<file path="config.mk">
export PLATFORM = sky130hd
export DESIGN_NAME = bus_sync_edge
export DESIGN_NICKNAME = d
export VERILOG_FILES = /design/src/rtl/bus_sync_edge.sv
export SDC_FILE = /design/constraint.sdc
export NUM_CORES = 1
export LEC_CHECK = 0
export ABC_AREA = 1
export CORE_UTILIZATION = 45
export DETAILED_ROUTE_END_ITERATION = 12
export DONT_BUFFER_PORTS = 1
export PLACE_DENSITY_LB_ADDON = 0.3
export SLEW_MARGIN = 30
export SYNTH_ARGS = -nofsm -noshare
export SYNTH_HDL_FRONTEND = slang
export SYNTH_SLANG_ARGS = --single-unit
</file>
<file path="constraint.sdc">
create_clock -name clk_i -period 0.8 [get_ports clk_i]
set_input_delay 0.04 -clock clk_i [delete_from_list [all_inputs] [get_ports clk_i]]
set_output_delay 0.04 -clock clk_i [all_outputs]
set_load 0.03 [all_outputs]
</file>
<file path="src/rtl/bus_sync_edge.sv">
// ---------------------------------------------------------------------------
// bus_sync_edge
// This module brings the asynchronous RPI bus strobe, the direction pin and
// the data pins into the system clock domain through SYNC_STAGES flops each.
// It produces single-cycle rise/fall pulses of the synchronised strobe.
// Data and direction come out of the same stage as the strobe, so they are
// valid on the cycle an edge pulse is seen. The write-direction test also
// uses this module.
//
// Ports
//   clk_i       system clock
//   rst_n_i     asynchronous active-low reset
//   bus_clk_i   raw RPI strobe
//   bus_rnw_i   raw direction pin
//   bus_data_i  raw data pins
//   rnw_s_o     synchronised direction
//   data_s_o    synchronised data
//   rise_o      strobe rising edge pulse
//   fall_o      strobe falling edge pulse
// ---------------------------------------------------------------------------
module bus_sync_edge #(
    parameter int SYNC_STAGES = 2,
    parameter int W           = 8
) (
    input  logic         clk_i,
    input  logic         rst_n_i,
    input  logic         bus_clk_i,
    input  logic         bus_rnw_i,
    input  logic [W-1:0] bus_data_i,
    output logic         rnw_s_o,
    output logic [W-1:0] data_s_o,
    output logic         rise_o,
    output logic         fall_o
);

    logic [SYNC_STAGES-1:0] clk_sync_q;
    logic [SYNC_STAGES-1:0] rnw_sync_q;
    logic [W-1:0]           data_sync_q [SYNC_STAGES];
    logic                   clk_prev_q;
    logic                   clk_s;

    always_ff @(posedge clk_i or negedge rst_n_i) begin
        if (!rst_n_i) begin
            clk_sync_q <= '0;
            rnw_sync_q <= '0;
            clk_prev_q <= 1'b0;
            for (int i = 0; i < SYNC_STAGES; i++) begin
                data_sync_q[i] <= '0;
            end
        end else begin
            clk_sync_q     <= {clk_sync_q[SYNC_STAGES-2:0], bus_clk_i};
            rnw_sync_q     <= {rnw_sync_q[SYNC_STAGES-2:0], bus_rnw_i};
            data_sync_q[0] <= bus_data_i;
            for (int i = 1; i < SYNC_STAGES; i++) begin
                data_sync_q[i] <= data_sync_q[i-1];
            end
            clk_prev_q     <= clk_s;
        end
    end

    assign clk_s    = clk_sync_q[SYNC_STAGES-1];
    assign rnw_s_o  = rnw_sync_q[SYNC_STAGES-1];
    assign data_s_o = data_sync_q[SYNC_STAGES-1];
    assign rise_o   = clk_s & ~clk_prev_q;
    assign fall_o   = ~clk_s & clk_prev_q;

endmodule

</file>
==> results of run 1 <==
## power groups by stage
stage	Clock [W]	Combinational [W]	Sequential [W]
after CTS	0.000497	0.0000857	0.00119
after floorplan	0	0.0000904	0.00115
after global routing	0.000555	0.0000938	0.00119
final	0.000472	0.0000855	0.00119
after detailed placement	0	0.0000241	0.00120
after global placement	0	0.0000241	0.00120
## registers in the layout, summed over array words and instances (netlist names)
register,count
clk_prev_q,1
clk_sync_q,2
data_s_o,8
data_sync_q,8
rnw_sync_q,2
## worst paths after layout
path                                      startpoint                         to  slack [ps]  cells past startpoint
min reg2reg                data_sync_q[14]$_DFF_PN0_      data_s_o[6]$_DFF_PN0_         360                      0
max reg2reg                  clk_sync_q[1]$_DFF_PN0_       clk_prev_q$_DFF_PN0_         280                      0
min in group clk_i                     bus_data_i[1]   data_sync_q[9]$_DFF_PN0_         290                      1
min                                          rst_n_i  data_sync_q[13]$_DFF_PN0_         -90                      1
max                             clk_prev_q$_DFF_PN0_                     fall_o        -200                      3
max in group asynchronous                    rst_n_i      data_s_o[4]$_DFF_PN0_         320                      1
## metrics by stage
stage / utilization / setup TNS [ps] / power [W]
detailed placement: 0.491 / 0 / 0.00123
floorplan: - / -30.6 / 0.00124
global placement: 0.491 / 0 / 0.00123
global route: 0.624 / -1080 / 0.00184
CTS: 0.622 / -1990 / 0.00177
finish: 0.624 / -521 / 0.00174
## critical path, stage by stage (launching register included)
cell     delay, ps
dfrtp_1        370
inv_1           40
nor2_1          90
buf_4          160
## logic make-up (layout without fill, tap and decap cells)
family        count (synthesis)  after routing  synth area share
flops                        21             21             0.875
buf+inv                      10             19             0.113
simple gates                  2              2            0.0125
## layer usage
metal	up-vias	part of all wire	track usage
met2	18	0.48	0.138
met3	0	0.13	0.105
met5	-	0	0
met4	0	0	0.103
li1	109	-	-
met1	116	0.38	0.114
## placed cells by master (no fill, tap or decap)
cell type / n
buf_6: 1
nor2_2: 1
dfrtp_2: 9
nor2_1: 1
inv_1: 2
clkbuf_4: 3
dlygate4sd3_1: 10
dlymetal6s4s_1: 1
buf_4: 1
clkinv_2: 1
dfrtp_1: 12
## cell type report
cell class                      count  area [µm²]  area share
Sequential cell                    21         537       0.735
Timing Repair Buffer               13         131       0.180
Clock buffer                        3        22.5      0.0308
Tap cell                           14        17.5      0.0240
Multi-Input combinational cell      2        10.0      0.0137
Inverter                            2        7.51      0.0103
Clock inverter                      1        5.00     0.00685
## what timing repair did
item,4_1_cts,5_1_grt
setup endpoints to repair,11,32
buffers inserted,0,0
hold endpoints to repair,31,21
pin swaps,1,0
resized for setup,10,1
==> metrics.md, run 1 <==
| Metric | Value |
|---|---|
| Status | finished with violations |
| Violations in the final reports | negative hold slack, negative setup slack |
| RSZ-0062 raised after global routing | yes |
| Clock root cell | clkbuf_4 |
| Critical Path RT | 760 ps |
| I/O Buffers | 0 |
| Initial DRC Count | 1 |
| Final worst setup slack | -202 ps |
| Global placement routability congestion | between 0.5 and 0.6 |
| Final slew viol count | 0 |
| Worst-Skew Late Latency | 290 ps |
| Die Span Y | slightly below 40 µm |
| Leak pwr | between 0.3 and 0.4 nW |
| DIE WIDTH | approximately 39 µm |
| Avg Inst Size Synth | about 18 µm² |
| Longest Clk Path Bufs | 2 |
| Share of layout cells above drive strength 1 | 0.381 |
| Synth Net Count | 45 |
| CTS Buf Count | 3 |
| Startpoint Class | flip-flop |
| Tmin final | between 1000 and 1500 ps |
| Initial antenna violation count | 0 |
| Initial Util | 0.513 |
| H-tree depth | 1 |
| Synthesized cell area | 601 µm² |
| Pre-CTS setup slack | around 120 ps |
| Critical path capture point type | output pin |
| Most used DFF post-synth | dfrtp_1 |
| Fin crit share | 1.25 |
| Psw | 0.000392 W |
| Pwr per Cell Area | 2390 nW/µm² |
| Vias in the first global route | approximately 220 |
| CP Class | flip-flop to output pin |
| DR WL/cell | approximately 11 µm |
| Largest cells by area after synthesis | dfrtp_1, buf_4, inv_1 |
| Antenna Cells | 0 |
| Sequential element share of the synthesized area | 0.875 |
| Finished Cell Area | approximately 730 µm² |
| Overall routing resource usage | 0.115 |
| Synth top cells by count | dfrtp_1, buf_4, inv_1, nor2_1 |
| Vias | 243 |
| Yosys top cell area share | 0.875 |
| Hpwl dp | 410 µm |
| Clock power frac | 0.271 |
| Crit path max fanout | 2 |
| Via-to-Cell Ratio | roughly 4.3 |
| Clock Pin Slew Worst Setup and Hold Paths | approximately 100 ps |
| Hold buffers post-CTS | 11 |
| Area after DPL | 576 µm² |
| FILL cells | between 80 and 90 |
| Post-route antenna net violation count | 0 |
| Post-synth EDFFs | 0 |
| Worst endpoint data arrival time | around 960 ps |
| Final nets | 55 |
| DIE AREA | about 1500 µm² |
| Yosys warns | 0 |
| Total Wirelength | 628 µm |
| CTS tree | built |
| Fin cells | between 50 and 60 |
| Top-Level Pins | 23 |
| Rel. slew slack | 0.437 |
| Hold slack | -92.7 ps |
| Async SR Flop Fraction | 1.00 |
| Clk sink count | 21 |
| Core ar. | 1170 µm² |
| Cell with the most instances after synthesis | dfrtp_1 |
| DRC | 0 |
| Sequential share of power | 0.680 |
| Hold violation total from the final report | 21 |
| Area Overhead vs Synth | 21.7% |
| Gate power share | 0.049 |
| Internal power | 0.00135 W |
| First-pass GRT wire length | 952 µm |
| Max Fclk | ~1.0 GHz |
| Inst Count DP | 41 |
| Switching part of the total | 0.225 |
| Post-synthesis instance total | 33 |
| Pin slew with the least headroom to its limit | approximately 840 ps |
| GR Overflow Total | 0 |
| Seq cells post-synth | 21 |
| Num rows | 12 |
| Worst Skew | 3.20 ps |
| Max Cap Violations | 0 |
| Worst vdd ir | between 1 and 1.5 mV |
| Endpoints failing setup | 11 |
| Hold Path Class | primary input to asynchronous set/reset pin |
| Distinct cells, synth | 4 |
| Cell taking the most area after synthesis | dfrtp_1 |
| Largest net degree at the start of global routing | 22 |
| First-pass detailed-route iteration total | 2 |
Power figures use the tool's default switching activity.
==> run 2: changes to the inputs <==
clock period = 1.25 ns   (was 0.8 ns; I/O delays follow)
==> run 2 against run 1 <==
Net effect:
- the flow now finishes without violations
- via count decreased by 2.9%
- combinational power down 39%
- flip-flop and latch count unchanged
- sequential power fell by 37%
- largest cell class unchanged
- highest routed layer unchanged
- global-route usage shrank 1.6 points
- register-to-register slack gained 460 ps
- clock power is 38% lower
==> metrics.md, run 2 (synthesis gave the netlist of run 1 again) <==
| Metric | Value |
|---|---|
| Post-route antenna net violation count | 0 (unchanged) |
| Max stage delay on crit path | 400 ps (+30 ps) |
| Hold violation total from the final report | 0 (-100%) |
| Hpwl dp | 413 µm (+0.56%) |
| I/O Buffers | 0 (unchanged) |
| Clk sink count | 21 (unchanged) |
| FF-to-FF End | clk_prev_q$_DFF_PN0_ |
| Initial DRC Count | 4 (+3) |
| DIE AREA | 1480 µm² (unchanged) |
| Worst path top cell family by delay | flip-flops |
| Overall routing resource usage | 0.0987 (-0.0159) |
| FILL cells | 95 (+10%) |
| Total Wirelength | 579 µm (-7.8%) |
| Critical Path RT | 1190 ps (+430 ps) |
| R2R Setup Slk | 740 ps (+460 ps) |
| Crit. Startpoint | clk_sync_q[1]$_DFF_PN0_ |
| DR WL/cell | 10.3 µm (-7.8%) |
| Most frequent cells in the layout | dfrtp_1, dlygate4sd3_1, clkbuf_4 |
| Final Util | 0.606 (-0.0182) |
| Crit path cell chain | nor2_1 > buf_4 |
| Hold Path Class | primary input to asynchronous set/reset pin |
| Worst Skew | 2.46 ps (-0.741 ps) |
| Core ar. | 1170 µm² (unchanged) |
| R2r worst-path depth | 0 (unchanged) |
| Worst-Skew Late Latency | 280 ps (about the same) |
| Endpoints failing setup | 0 (-11) |
| Pin slew with the least headroom to its limit | 847 ps (+2.49 ps) |
| Capture point of the critical path | fall_o |
| Buf/Inv on CP | 1 (-1) |
| First-pass GRT wire length | 869 µm (-8.7%) |
| Post-CTS setup buffers | 0 (unchanged) |
| Status | finished clean |
| Vias | 236 (-2.9%) |
| Hold buffers post-CTS | 11 (unchanged) |
| DRC | 0 (unchanged) |
| Stages on worst setup path | 2 (-1) |
| Die Span Y | 38.5 µm (unchanged) |
| Top-Level Pins | 23 (unchanged) |
| Tmin final | between 1000 and 1500 ps |
| CTS Buf Count | 3 (unchanged) |
| RSZ-0062 raised after global routing | no |
| Crit path max fanout | 3 (+1) |
| GR Overflow Total | 0 (unchanged) |
| Final nets | 55 (unchanged) |
| Fin crit share | 0.811 |
| Num rows | 12 (unchanged) |
| Max Cap Violations | 0 (unchanged) |
| Global placement routability congestion | 0.615 (+5.7%) |
| Initial Util | 0.513 (unchanged) |
| Setup_tns | 0 ps (+521 ps) |
| H-tree depth | 1 (unchanged) |
| CTS tree | built |
| Most common cell after layout, fill and taps aside | dfrtp_1 |
| Pwr per Cell Area | 1550 nW/µm² (-35%) |
| First-pass detailed-route iteration total | 2 (unchanged) |
| Slowest-stage cell, CP | dfrtp_1 |
| Share of layout cells above drive strength 1 | 0.119 (-0.262) |
| Final slew viol count | 0 (unchanged) |
| Clock root cell | clkbuf_4 |
| Rel. slew slack | 0.434 (-0.00352) |
| Startpoint Class | flip-flop |
| Worst endpoint data arrival time | 950 ps (about the same) |
| Longest Clk Path Bufs | 2 (unchanged) |
| Vias in the first global route | 217 (unchanged) |
| Max Fclk | a little under 1 GHz |
| Largest net degree at the start of global routing | 22 (unchanged) |
| Via-to-Cell Ratio | 4.21 (-2.9%) |
| Leak pwr | 0.330 nW (-1.1%) |
| Area Overhead vs Synth | 18.1% |
| RR Startpoint | clk_sync_q[1]$_DFF_PN0_ |
| Post_cts resized | 0 (-10) |
| Clock Pin Slew Worst Setup and Hold Paths | 100 ps (about the same) |
| Worst vdd ir | 0.813 mV (-40%) |
| DIE WIDTH | 38.5 µm (unchanged) |
| Critical path capture point type | output pin |
| Antenna Cells | 0 (unchanged) |
| CP Class | flip-flop to output pin |
| Initial antenna violation count | 0 (unchanged) |
[run 2: metal layers]
metal | GRT usage | share of wire | routed length, µm | vias to the layer above
met1 | 0.0950 | 0.34 | 194 | 112
met4 | 0.0517 | 0 | 0 | 0
met5 | 0 | 0 | 0 | -
met3 | 0.0756 | 0.11 | 62 | 0
li1 | - | - | - | 107
met2 | 0.150 | 0.56 | 322 | 17
[run 2: final cells by class]
class / instances / area [µm²] / area share
clock buffers: 4 / 26.3 / 0.0370
well taps: 14 / 17.5 / 0.0247
flip-flops and latches: 21 / 526 / 0.741
multi-input cells: 2 / 7.51 / 0.0106
repair buffers: 13 / 125 / 0.176
inverters: 2 / 7.51 / 0.0106
[run 2: power breakdown]
part	internal [W]	switching, W	total, W
clock network	0.000124	0.000169	0.000293
logic	0.0000279	0.0000241	0.0000520
registers	0.000713	0.0000423	0.000755
total	0.000864	0.000235	0.00110
[run 2: stage by stage]
| stage | instances | worst slack [ps] | hold WS (ps) | cell area (µm²) | power, W |
|---|---|---|---|---|---|
| 2_1_floorplan | 33 | 397 | -233 | 601 | 0.000794 |
| 3_3_place_gp | 41 | 554 | -233 | 573 | 0.000784 |
| 3_5_place_dp | 41 | 541 | -233 | 573 | 0.000785 |
| 4_1_cts | 56 | 221 | 313 | 709 | 0.00111 |
| 5_1_grt | 56 | 148 | 306 | 709 | 0.00115 |
| 6_report | 56 | 236 | 320 | 709 | 0.00110 |
[run 2: how the worst min path moves through the flow]
stage,to,slack (ps)
6_report,data_sync_q[14]$_DFF_PN0_,320
5_1_grt,data_sync_q[14]$_DFF_PN0_,310
4_1_cts,data_sync_q[13]$_DFF_PN0_,310
3_5_place_dp,rnw_sync_q[0]$_DFF_PN0_,-230
3_3_place_gp,rnw_sync_q[0]$_DFF_PN0_,-230
2_1_floorplan,clk_prev_q$_DFF_PN0_,-230
